[config.mk]
export PLATFORM = sky130hd
export DESIGN_NAME = bus_addr_ctrl_8085
export DESIGN_NICKNAME = d
export VERILOG_FILES = /design/src/rtl/bus_addr_ctrl_8085.sv
export SDC_FILE = /design/constraint.sdc
export NUM_CORES = 1
export LEC_CHECK = 0
export ABC_AREA = 1
export ABC_CLOCK_PERIOD_IN_PS = 1190
export BUFFER_PORTS_ARGS = -buffer_cell sky130_fd_sc_hd__buf_2
export CORE_MARGIN = 2
export CORE_UTILIZATION = 47
export CTS_BUF_LIST = sky130_fd_sc_hd__clkbuf_2 sky130_fd_sc_hd__clkbuf_4 sky130_fd_sc_hd__clkbuf_8
export CTS_CLUSTER_DIAMETER = 40
export DETAILED_ROUTE_END_ITERATION = 10
export GPL_TIMING_DRIVEN = 0
export MAX_ROUTING_LAYER = met4
export PLACE_DENSITY = 0.81
export RECOVER_POWER = 25
export SYNTH_ARGS = -nofsm -noshare
export SYNTH_HDL_FRONTEND = slang
export SYNTH_SLANG_ARGS = --single-unit
export TNS_END_PERCENT = 1
[constraint.sdc]
create_clock -name CLK -period 1.19 [get_ports CLK]
set_input_delay 0.238 -clock CLK [delete_from_list [all_inputs] [get_ports CLK]]
set_output_delay 0.238 -clock CLK [all_outputs]
set_load 0.01 [all_outputs]
[src/rtl/bus_addr_ctrl_8085.sv]
// 8085 address demultiplexer and ROM wait-state controller.
// Define BUS_WAIT_EN to enable READY wait-state insertion on ROM reads.
module bus_addr_ctrl_8085 #(
  parameter logic [15:0] ROM_BASE      = 16'h0000,
  parameter int unsigned ROM_SIZE_LOG2 = 11,
  parameter int unsigned WAIT_STATES   = 2
) (
  input  logic        CLK,
  input  logic        RESET,
  input  logic [7:0]  AD,
  input  logic [7:0]  A_HI,
  input  logic        ALE,
  input  logic        RDn,
  input  logic        WRn,
  input  logic        IO_Mn,
  output logic [15:0] ADD,
  output logic        ROM_SEL,
  output logic        READY,
  output logic        ROM_WR_ERR,
  output logic        BUS_ERR
);

  localparam int unsigned AW = 16;
  localparam int unsigned CW = 4;

  // Elaboration-time parameter range checks
  if (ROM_SIZE_LOG2 < 1 || ROM_SIZE_LOG2 > 16) begin : g_bad_size
    $error("bus_addr_ctrl_8085: ROM_SIZE_LOG2 out of range");
  end
  if (WAIT_STATES > 15) begin : g_bad_wait
    $error("bus_addr_ctrl_8085: WAIT_STATES out of range");
  end

  typedef enum logic [1:0] {
    S_IDLE = 2'd0,
    S_ADDR = 2'd1,
    S_DATA = 2'd2
`ifdef BUS_WAIT_EN
    ,
    S_WAIT = 2'd3
`endif
  } state_t;

  state_t          state_q, state_d;
  logic [AW-1:0]   add_d;
  logic            sel_d;
  logic            wr_err_d;
  logic            bus_err_d;

  logic [AW-1:0]   bus_addr;
  logic [AW-1:0]   win_off;
  logic            in_win;
  logic            rd_only;
  logic            wr_only;
  logic            rd_wr;
  logic            bus_quiet;

  assign bus_addr  = {A_HI, AD};
  assign win_off   = bus_addr - ROM_BASE;
  assign in_win    = ((win_off >> ROM_SIZE_LOG2) == AW'(0));
  assign rd_only   = !RDn &&  WRn;
  assign wr_only   =  RDn && !WRn;
  assign rd_wr     = !RDn && !WRn;
  assign bus_quiet =  RDn &&  WRn;

`ifdef BUS_WAIT_EN
  localparam bit WAIT_ON = (WAIT_STATES != 0);

  logic          ready_q, ready_d;
  logic [CW-1:0] cnt_q, cnt_d;

  assign READY = ready_q;
`else
  assign READY = 1'b1;
`endif

  // Next-state, address latch and sticky error flag logic
  always_comb begin
    state_d   = state_q;
    add_d     = ADD;
    sel_d     = ROM_SEL;
    wr_err_d  = ROM_WR_ERR;
    bus_err_d = BUS_ERR;
`ifdef BUS_WAIT_EN
    ready_d   = ready_q;
    cnt_d     = cnt_q;
`endif

    if (ALE) begin
      // A new address phase aborts whatever cycle was in progress
      state_d = S_ADDR;
      add_d   = bus_addr;
      sel_d   = !IO_Mn && in_win;
`ifdef BUS_WAIT_EN
      ready_d = 1'b1;
      cnt_d   = CW'(0);
`endif
    end else begin
      unique case (state_q)
        S_IDLE: begin
          state_d = S_IDLE;
        end
        S_ADDR: begin
          if (rd_wr) begin
            bus_err_d = 1'b1;
            state_d   = S_IDLE;
`ifdef BUS_WAIT_EN
            ready_d   = 1'b1;
`endif
          end else if (rd_only) begin
            state_d = S_DATA;
`ifdef BUS_WAIT_EN
            if (ROM_SEL && WAIT_ON) begin
              state_d = S_WAIT;
              cnt_d   = CW'(WAIT_STATES);
              ready_d = 1'b0;
            end
`endif
          end else if (wr_only) begin
            state_d = S_DATA;
            if (ROM_SEL) wr_err_d = 1'b1;
          end
        end
`ifdef BUS_WAIT_EN
        S_WAIT: begin
          if (bus_quiet) begin
            state_d = S_IDLE;
            ready_d = 1'b1;
            cnt_d   = CW'(0);
          end else if (cnt_q <= CW'(1)) begin
            state_d = S_DATA;
            ready_d = 1'b1;
            cnt_d   = CW'(0);
          end else begin
            cnt_d = cnt_q - CW'(1);
          end
        end
`endif
        S_DATA: begin
          if (bus_quiet) state_d = S_IDLE;
        end
        default: begin
          state_d = S_IDLE;
        end
      endcase
    end
  end

  // State and output registers, synchronous reset
  always_ff @(posedge CLK) begin
    if (RESET) begin
      state_q    <= S_IDLE;
      ADD        <= AW'(0);
      ROM_SEL    <= 1'b0;
      ROM_WR_ERR <= 1'b0;
      BUS_ERR    <= 1'b0;
`ifdef BUS_WAIT_EN
      ready_q    <= 1'b1;
      cnt_q      <= CW'(0);
`endif
    end else begin
      state_q    <= state_d;
      ADD        <= add_d;
      ROM_SEL    <= sel_d;
      ROM_WR_ERR <= wr_err_d;
      BUS_ERR    <= bus_err_d;
`ifdef BUS_WAIT_EN
      ready_q    <= ready_d;
      cnt_q      <= cnt_d;
`endif
    end
  end

endmodule

==> impl_results.md, run 1 <==
* Global route overflow at 0
* Met2 WL at 876 µm
* Fin. Hold Viols at 0
* Amount of wire on met3 after detailed routing at 128 µm
* Root Buffer: clkbuf_4
* Synth Area in Compound Gates at 15.01%
* Routed wire per std cell at 10.31 µm
* Post-route minimum period at 1.026 ns
* Critical path's slowest cell: dfxtp_1
* Worst path depth at 1
* Post CTS Setup Buffer Count at 0
* Yosys reg bits at 21
* Register area at 420.4 µm²
* Vias per inst at 4.716
* Via count at 863
* Net count after synthesis at 140
* Max-Cap Viols at 0
* Initial Util at 50.61%
* Total Wirelength at 1.887 mm
* Yosys Warn Count at 0
* Crit-path cells: buf_2
* Vias in the first global route at 753
* Hold depth at 3
* Max VDD drop at around 0.68 mV
* I/O pin count at 42
* Drt first-iter violations at 16
* H-tree depth at 1
* Post-synth top area share at between 40% and 50%
* Setup ws final at 0.1636 ns
* Clock latency on the worst-skew pair at about 0.3 ns
* Initial antenna violation count at 0
* Pwr dens at 1159 nW/µm²
* DR top layer: met4
* Port Buffers at 40
* Final Instance Area at around 1100 µm²
* Initial DRT Pass Iterations at 6
* Largest net degree at the start of global routing at 13
* Layout Nets at 185
* Worst path arrival time at 0.79 ns
* Multiplexer share of the synthesized area at 0%
* Clock Path Buffers at 2
* DRC errors left at 0
* Setup WS pre-CTS at 0.07476 ns
* Post-Route M1 WL at 843 µm
* Detailed placement HPWL at about 1.5 mm
* Dpl cell area at 1115 µm²
* Post_cts resized at 0
* Yosys cell types at 16
* Clock Pin Slew Worst Setup and Hold Paths at 0.11 ns
* Crit path launch type: flop
* Most frequent cells in the layout: buf_2 (40), nor2_1 (29), dfxtp_1 (21)
* Hold/Removal Path Class: input port to flop
* Hold Crit Start: AD[3]
* First-pass GRT wire length at 3.063 mm
* Simple-Gate Fraction of Synth Area at between 10% and 20%
* TNS Setup at 0 ns
* Setup crit start: ROM_SEL$_SDFFE_PP0P_
* Max Slew Vio Count at 0
* Hold buffer count at cts at 0
* Die height at ~47 µm
* Antenna fix cells at 0
* Crit share post-route at 86.25%
* RSZ-0062 raised after global routing: no
* Sequential share of the synthesized area at 47.59%
* TritonCTS clock tree: built
* Reg2reg path depth at 5
* Std-Cell Rows at 15
* FF-to-FF End: state_q[0]$_SDFFE_PP0P_
* Synthesized cell area at 883.3 µm²
* Power, Total at 1.318 mW
* Reg2reg start: state_q[1]$_SDFFE_PP0P_
* Core Footprint at 1745 µm²
* Maximum clock rate at roughly 970 MHz
* Area leader, netlist: dfxtp_1
* Leakage at 0.6153 nW
* Commonest non-fill, non-tap cell in the layout: buf_2
* Fill count at 164
* Crit Path Class: flop to output port
* Crit-path leading delay family: flip-flops
* Cell count after synthesis at 114
* CP peak stage delay at 0.35 ns
* R2R setup slack at 0.32 ns
* Xor/xnor share of the synthesized area at 0%
* Total GRT Usage at 20.05%
* Adder-cell share of the synthesized area at 5.666%
* DIE AREA at 2242 µm²
* Die Wd at 47.35 µm
* Area growth syn-to-layout at 28.75%
* CP Max Fanout at 2
* Layout Skew at around 0.00056 ns
* Crit path buf inv count at 1
* Outcome: completed
* Largest family of logic cells by synthesized area: simple AND/OR/NAND/NOR gates
* Antenna viol nets, final at 0
* Worst setup EP type: output port
* # setup viols final at 0
* Total CTS buffers at 3
* Mean Syn Cell Area at 7.749 µm²
* Synth area leaders: dfxtp_1 (48%), nor2_1 (12%), o21ai_0 (6.2%), ha_1 (5.7%), inv_1 (5.5%)
* WP data required at 0.95 ns
* Hold path endpoint: ADD[3]$_SDFFE_PP0P_
* Multi-input gate area at 349.1 µm²
* Final Wtd Congestion at between 0.8 and 0.9
* Clk sinks at 21
* Layout cells sized above 1 at between 30% and 40%
==> how the worst max path moves through the flow <==
stage,endpoint,slack [ns]
floorplan,state_q[1]$_SDFFE_PP0P_,0.29
CTS,ROM_SEL,0.15
global route,ROM_SEL,0.11
global placement,ROM_WR_ERR$_SDFFE_PP0P_,0.11
finish,ROM_SEL,0.16
detailed placement,state_q[0]$_SDFFE_PP0P_,0.07
==> cell families (layout without fill, tap and decap cells) <==
logic type | Yosys count | in the layout
AOI/OAI and AO/OA | 24 | 24
and+or+nand+nor | 44 | 44
adders and majority gates | 4 | 4
buffers and inverters | 20 | 64
other | 1 | 1
DFF | 21 | 21
==> synthesized netlist by cell type, drive strengths merged <==
master,n
a211oi,1
nand3,1
ha,4
nor2,29
inv,15
conb,1
dfxtp,21
nand2,13
buf,5
nor3,1
o21a,2
o21ai,14
a21oi,7
==> per-layer routing <==
| metal | vias up | global-route usage [%] |
|---|---|---|
| li1 | 445 | - |
| met1 | 380 | 22.72 |
| met2 | 33 | 33.24 |
| met3 | 5 | 3.077 |
| met4 | 0 | 11.11 |
| met5 | - | - |
==> metrics by stage <==
stage	instances	hold WS (ns)	utilization [%]
2_1_floorplan	114	0.3071	-
3_3_place_gp	179	0.4352	63.87
3_5_place_dp	179	0.4432	63.87
4_1_cts	183	0.1533	65.45
5_1_grt	183	0.1522	65.16
6_report	183	0.1481	65.16
==> cell type report <==
class                           instances  area share, %
Clock buffer                            3          1.980
Buffer                                  5          4.620
Inverter                               15          4.950
Multi-Input combinational cell         73          30.69
Tap cell                               25          2.750
Clock inverter                          1         0.4400
Timing Repair Buffer                   40          17.60
Sequential cell                        21          36.96
==> flip-flops by register name, summed over array words and instances (netlist names) <==
register and cells:
ROM_SEL 1, ROM_WR_ERR 1, BUS_ERR 1, state_q 2
ADD 16
==> power by group <==
part           internal (mW)  switching, mW  total [mW]
Clock                  0.125          0.217       0.342
Sequential             0.744         0.0176       0.761
Combinational         0.0976          0.117       0.215
Total                  0.967          0.351        1.32
No activity file was read; power rests on OpenSTA's default activity.
==> run 2: changes to the inputs <==
- ABC_AREA: 1 -> unset
- CORE_UTILIZATION: 47 -> 46
- PLACE_DENSITY: 0.81 -> 0.8
==> run 2 against run 1 <==
Effect of this change: clock skew is essentially flat; cell count shrank 18%; area after synthesis shrank 1.3%; first-iteration DRC count shrank 50%; design area grew 2.9%; worst hold slack gained 0.016 ns; via count shrank 18%; core utilization grew 1.2 points; critical path type is now flop to flop; critical endpoint is now state_q[1]$_SDFFE_PP0P_; highest routed layer unchanged.
==> impl_results.md, run 2 <==
* Dpl cells at 146
* Via count at about 700
* Core Footprint at about 1800 µm²
* Clock Path Buffers at 2
* Dpl cell area at 1131 µm²
* Routed wire per std cell at ~12 µm
* Non-Filler Instances at 150
* Fin. Hold Viols at 0
* Most frequent cells in the layout: buf_2 (39), dfxtp_1 (20), mux2i_1 (16), nor2_1 (16), clkbuf_4 (4)
* Yosys reg bits at 21
* DRC errors left at 0
* Reg2reg start: state_q[0]$_SDFFE_PP0P_
* Initial antenna violation count at 0
* Synth top cells by count: dfxtp_1 (21), mux2i_1 (16), nor2_1 (16)
* Die Wd at 47.54 µm
* Final Wtd Congestion at ~0.75
* Drt first-iter violations at 8
* Port Buffers at 40
* Setup crit start: state_q[0]$_SDFFE_PP0P_
* Crit path launch type: flop
* Commonest non-fill, non-tap cell in the layout: buf_2
* Worst path arrival time at 1.38 ns
* H-tree depth at 1
* Total GRT Usage at 17.57%
* Post-synth EDFFs at 0
* Critical path's slowest cell: or4bb_1
* Synth area leaders: dfxtp_1 (48%), mux2i_1 (18%), nor2_1 (6.9%), ha_1 (5.7%), or4bb_1 (2.6%)
* RSZ-0062 raised after global routing: no
* Sequential share of the synthesized area at 48.21%
* Maximum clock rate at between 800 and 900 MHz
* FF-to-FF End: state_q[1]$_SDFFE_PP0P_
* TritonCTS clock tree: built
* First-pass GRT wire length at 2.615 mm
* Crit share post-route at 96.78%
* Critical Path End: state_q[1]$_SDFFE_PP0P_
* Total Wirelength at 1.744 mm
* Vias per inst at between 4 and 5
* Hold slack at approximately 0.16 ns
* DIE AREA at 2260 µm²
* Pwr dens at 1139 nW/µm²
* Biggest regs: ADD: 16 flops, state_q: 2 flops
* R2R setup slack at roughly 0.038 ns
* Largest net degree at the start of global routing at 12
* CP peak stage delay at 0.52 ns
* Reg2reg path depth at 2
* Synth Flop Type: dfxtp_1
* Area growth syn-to-layout at 34.15%
* # setup viols final at 0
* Layout cells sized above 1 at a little over two fifths
* Die height at 47.54 µm
* Outcome: completed
* Initial DRT Pass Iterations at 4
* Root Buffer: clkbuf_4
* Global route overflow at 0
* I/O pin count at between 40 and 50
* Detailed placement HPWL at 1.349 mm
* Clock latency on the worst-skew pair at roughly 0.3 ns
* Std-Cell Rows at 15
* Asr flop ratio synth at 0%
* Synthesized cell area at 872.1 µm²
* Crit Path Class: flop to flop
* Max FFs per register at 16
* Vias in the first global route at about 650
* Total CTS buffers at 3
* Mean Syn Cell Area at 10.77 µm²
* Crit-path cells: or4bb_1 > a211oi_2
* Power, Total at 1.333 mW
* WP data required at 1.42 ns
* Max Slew Vio Count at 0
* Yosys cell types at 21
* Antenna viol nets, final at 0
* Post-synth top area share at around half
* Max VDD drop at 0.8036 mV
* Antenna fix cells at 0
* Leakage at 0.5811 nW
* Post-route minimum period at 1.152 ns
* Yosys Warn Count at 0
* Area leader, netlist: dfxtp_1
* Max-Cap Viols at 0
* Clk sinks at 21
* Net count after synthesis at 107
* Clock Pin Slew Worst Setup and Hold Paths at 0.11 ns
* Hold/Removal Path Class: input port to flop
* Worst setup EP type: flop
* Layout Nets at approximately 150
* Cell count after synthesis at 81
* Layout Skew at just under 0.0008 ns
* Most instantiated library cell after synthesis: dfxtp_1
* Initial Util at 49.43%
* Final Instance Area at 1170 µm²
* Largest Register: ADD
* CP Max Fanout at 4
run 2: worst min path at each step:
stage / startpoint / end / slack (ns) / depth (start not counted)
after floorplan: RESET / state_q[0]$_SDFFE_PP0P_ / 0.32 / 1
after global placement: BUS_ERR$_SDFFE_PP0P_ / BUS_ERR$_SDFFE_PP0P_ / 0.43 / 2
after detailed placement: BUS_ERR$_SDFFE_PP0P_ / BUS_ERR$_SDFFE_PP0P_ / 0.45 / 2
after CTS: A_HI[0] / ADD[8]$_SDFFE_PP0P_ / 0.16 / 3
after global routing: AD[3] / ADD[3]$_SDFFE_PP0P_ / 0.17 / 3
final: A_HI[0] / ADD[8]$_SDFFE_PP0P_ / 0.16 / 3
run 2: critical path, delay by kind of cell, from the launching register on:
family,cells,cell delay (ns)
AND/OR/NAND/NOR,1,0.52
AO/OA/AOI/OAI,1,0.18
flip-flops,1,0.38
run 2: kinds of logic after synthesis:
group,Yosys count,share of synthesized area [%]
mux,16,18.36
other cells,1,0.4300
flops,21,48.21
fa+ha+maj,4,5.739
compound gates,5,5.165
buf+inv,10,6.026
simple gates,24,16.07
run 2: area by class of cell:
class	count	area, µm²
Fill cell	171	594.3
Multi-Input combinational cell	50	422.9
Sequential cell	21	421.7
Timing Repair Buffer	40	198.9
Buffer	5	33.78
Inverter	5	31.28
Tap cell	25	31.28
Clock buffer	4	30.03
run 2: routing by layer:
metal | track usage (%) | share of wire, % | up-vias
met4 | 9.730 | 2.1 | 0
met3 | 3.396 | 7.2 | 4
li1 | - | - | 362
met5 | - | 0 | -
met1 | 20.37 | 40 | 314
met2 | 28.38 | 50 | 30
run 2: power breakdown:
group	switching (mW)	leakage [nW]	total (mW)	internal, mW
sequential	0.0182	0.173	0.758	0.739
combinational	0.109	0.389	0.217	0.108
clock	0.204	0.0184	0.358	0.154
run 2: per-stage QoR:
stage / setup slack (ns) / TNS (ns) / utilization [%]
floorplan: 0.001861 / 0 / -
global placement: -0.2129 / -0.4559 / 64.11
detailed placement: -0.2372 / -0.5549 / 64.11
CTS: 0.02895 / 0 / 65.89
global route: 0.006959 / 0 / 66.31
finish: 0.03830 / 0 / 66.31
run 2: timing repair:
item | CTS | global route
setup buffers | 0 | 0
hold buffers | 0 | 0
endpoints found under the setup margin | 1 | 1
resized for setup | 1 | 1
pin swaps | 1 | 1
==> run 3: changes to the inputs <==
- CORE_MARGIN: 2 -> unset
- PLACE_DENSITY: 0.8 -> 0.83
- SKIP_CTS_REPAIR_TIMING: unset -> 1
==> run 3 against run 2 <==
Effect of this change: via count up 2.4%; critical path type unchanged; global-route usage up 0.73 points; power down 1.9%; maximum frequency up 1.1%; largest cell class is now flip-flops and latches; setup slack better by 0.013 ns; largest power group unchanged; sequential cell count unchanged.
==> impl_results.md, run 3 (synthesis results as in run 2) <==
* Total GRT Usage at 18.30%
* Largest net degree at the start of global routing at 13
* Most frequent cells in the layout: buf_2 (39), dfxtp_1 (19), mux2i_1 (16), nor2_1 (16)
* Largest Register: ADD
* Antenna fix cells at 0
* Reg2reg start: state_q[1]$_SDFFE_PP0P_
* Final Wtd Congestion at 0.8153
* R2R setup slack at 0.05 ns
* Clock latency on the worst-skew pair at 0.31 ns
* Comb power frac at 16.1%
* Non-Filler Instances at 150
* Crit path launch type: flop
* Maximum clock rate at around 880 MHz
* Dpl cells at about 150
* Amount of wire on met3 after detailed routing at 72 µm
* Sequential share of power at 58.0%
* Met2 WL at 856 µm
* Antenna viol nets, final at 0
* Detailed placement HPWL at 1.330 mm
* DRC errors left at 0
* Clock Pin Slew Worst Setup and Hold Paths at around 0.11 ns
* Layout cells sized above 1 at ~44%
* H-tree depth at 1
* Switching part of the total at about 26%
* Outcome: completed
* Global route overflow at 0
* Initial DRT Pass Iterations at 2
* Setup crit start: state_q[1]$_SDFFE_PP0P_
* WP data required at 1.42 ns
* Post-Route M1 WL at 678 µm
* Via count at 727
* Area growth syn-to-layout at 33.00%
* Routed wire per std cell at 10.98 µm
* Die height at between 40 and 50 µm
* Worst setup EP type: flop
* Port Buffers at 40
* Core Footprint at about 1700 µm²
* Crit share post-route at 95.71%
* First-pass GRT wire length at roughly 2.6 mm
* I/O pin count at 42
* Total CTS buffers at 3
* # setup viols final at 0
* Internal power at 0.9716 mW
* Layout Skew at 0.007541 ns
* Clock Path Buffers at 2
* TritonCTS clock tree: built
* Fin. Hold Viols at 0
* Initial Util at between 40% and 50%
* Root Buffer: clkbuf_4
* Biggest regs: ADD: 16 flops, state_q: 2 flops
* Final core utilization at between 60% and 70%
* Power, Total at 1.307 mW
* Total net switching power at roughly 0.34 mW
* Worst path arrival time at 1.37 ns
* DIE AREA at 2074 µm²
* Vias in the first global route at ~650
* Max FFs per register at 16
* Drt first-iter violations at 4
* Initial antenna violation count at 0
* CP Max Fanout at 4
* Vias per inst at 4.847
* Die Wd at about 46 µm
* Crit Path Class: flop to flop
* Hold Crit Start: AD[4]
* Max Slew Vio Count at 0
* Post-route minimum period at 1.139 ns
* Leakage at 0.5796 nW
* Commonest non-fill, non-tap cell in the layout: buf_2
* Layout Nets at 152
* RSZ-0062 raised after global routing: no
* Total Wirelength at 1.647 mm
* Clock network power share at 25.9%
* Clk sinks at 21
* DR top layer: met4
* Std-Cell Rows at 15
* Hold/Removal Path Class: input port to flop
* Max VDD drop at 0.7559 mV
* Max-Cap Viols at 0
* Pwr dens at 1127 nW/µm²
## run 3: changes by cell type in the layout (fill, tap and decap cells not counted), sizes merged
cell    previous run  this run
clkbuf             7         6
clkinv             0         1
## run 3: cell type report
cell class                      instances  area [µm²]
Fill cell                             157       585.6
Sequential cell                        21       422.9
Multi-Input combinational cell         50       414.1
Timing Repair Buffer                   40       198.9
Buffer                                  5       33.78
Inverter                                5       31.28
Tap cell                               25       31.28
Clock buffer                            3       22.52
Clock inverter                          1       5.005
## run 3: power groups by stage
stage	logic [mW]	clock network, mW	registers (mW)
global placement	0.207	0	0.771
floorplan	0.104	0	0.789
CTS	0.214	0.351	0.758
finish	0.211	0.338	0.758
global route	0.236	0.371	0.763
detailed placement	0.213	0	0.773
## run 3: per-layer routing
layer | global-route usage [%] | up-vias
li1 | - | 362
met1 | 19.36 | 336
met2 | 32.00 | 24
met3 | 2.381 | 5
met4 | 10.91 | 0
met5 | - | -
## run 3: final timing paths
kind                            cells after the start                      end
worst max-delay path                                2  state_q[0]$_SDFFE_PP0P_
worst max register to register                      2  state_q[0]$_SDFFE_PP0P_
worst min-delay path                                3      ADD[4]$_SDFFE_PP0P_
worst min register to register                      2     BUS_ERR$_SDFFE_PP0P_
## run 3: worst max-delay path: stages (launching register included)
cell     delay [ns]
dfxtp_2        0.34
or4b_4         0.54
o31ai_2        0.19
## run 3: stage by stage
| step | setup TNS (ns) | setup WS, ns | cell area [µm²] | hold WS, ns |
|---|---|---|---|---|
| after floorplan | 0 | 0.001861 | 899.6 | 0.3233 |
| after global placement | -0.4756 | -0.2305 | 1131 | 0.4381 |
| after detailed placement | -0.5008 | -0.2207 | 1131 | 0.4506 |
| after CTS | 0 | 0.01364 | 1159 | 0.1532 |
| after global routing | 0 | 0.02723 | 1160 | 0.1671 |
| final | 0 | 0.05104 | 1160 | 0.1577 |
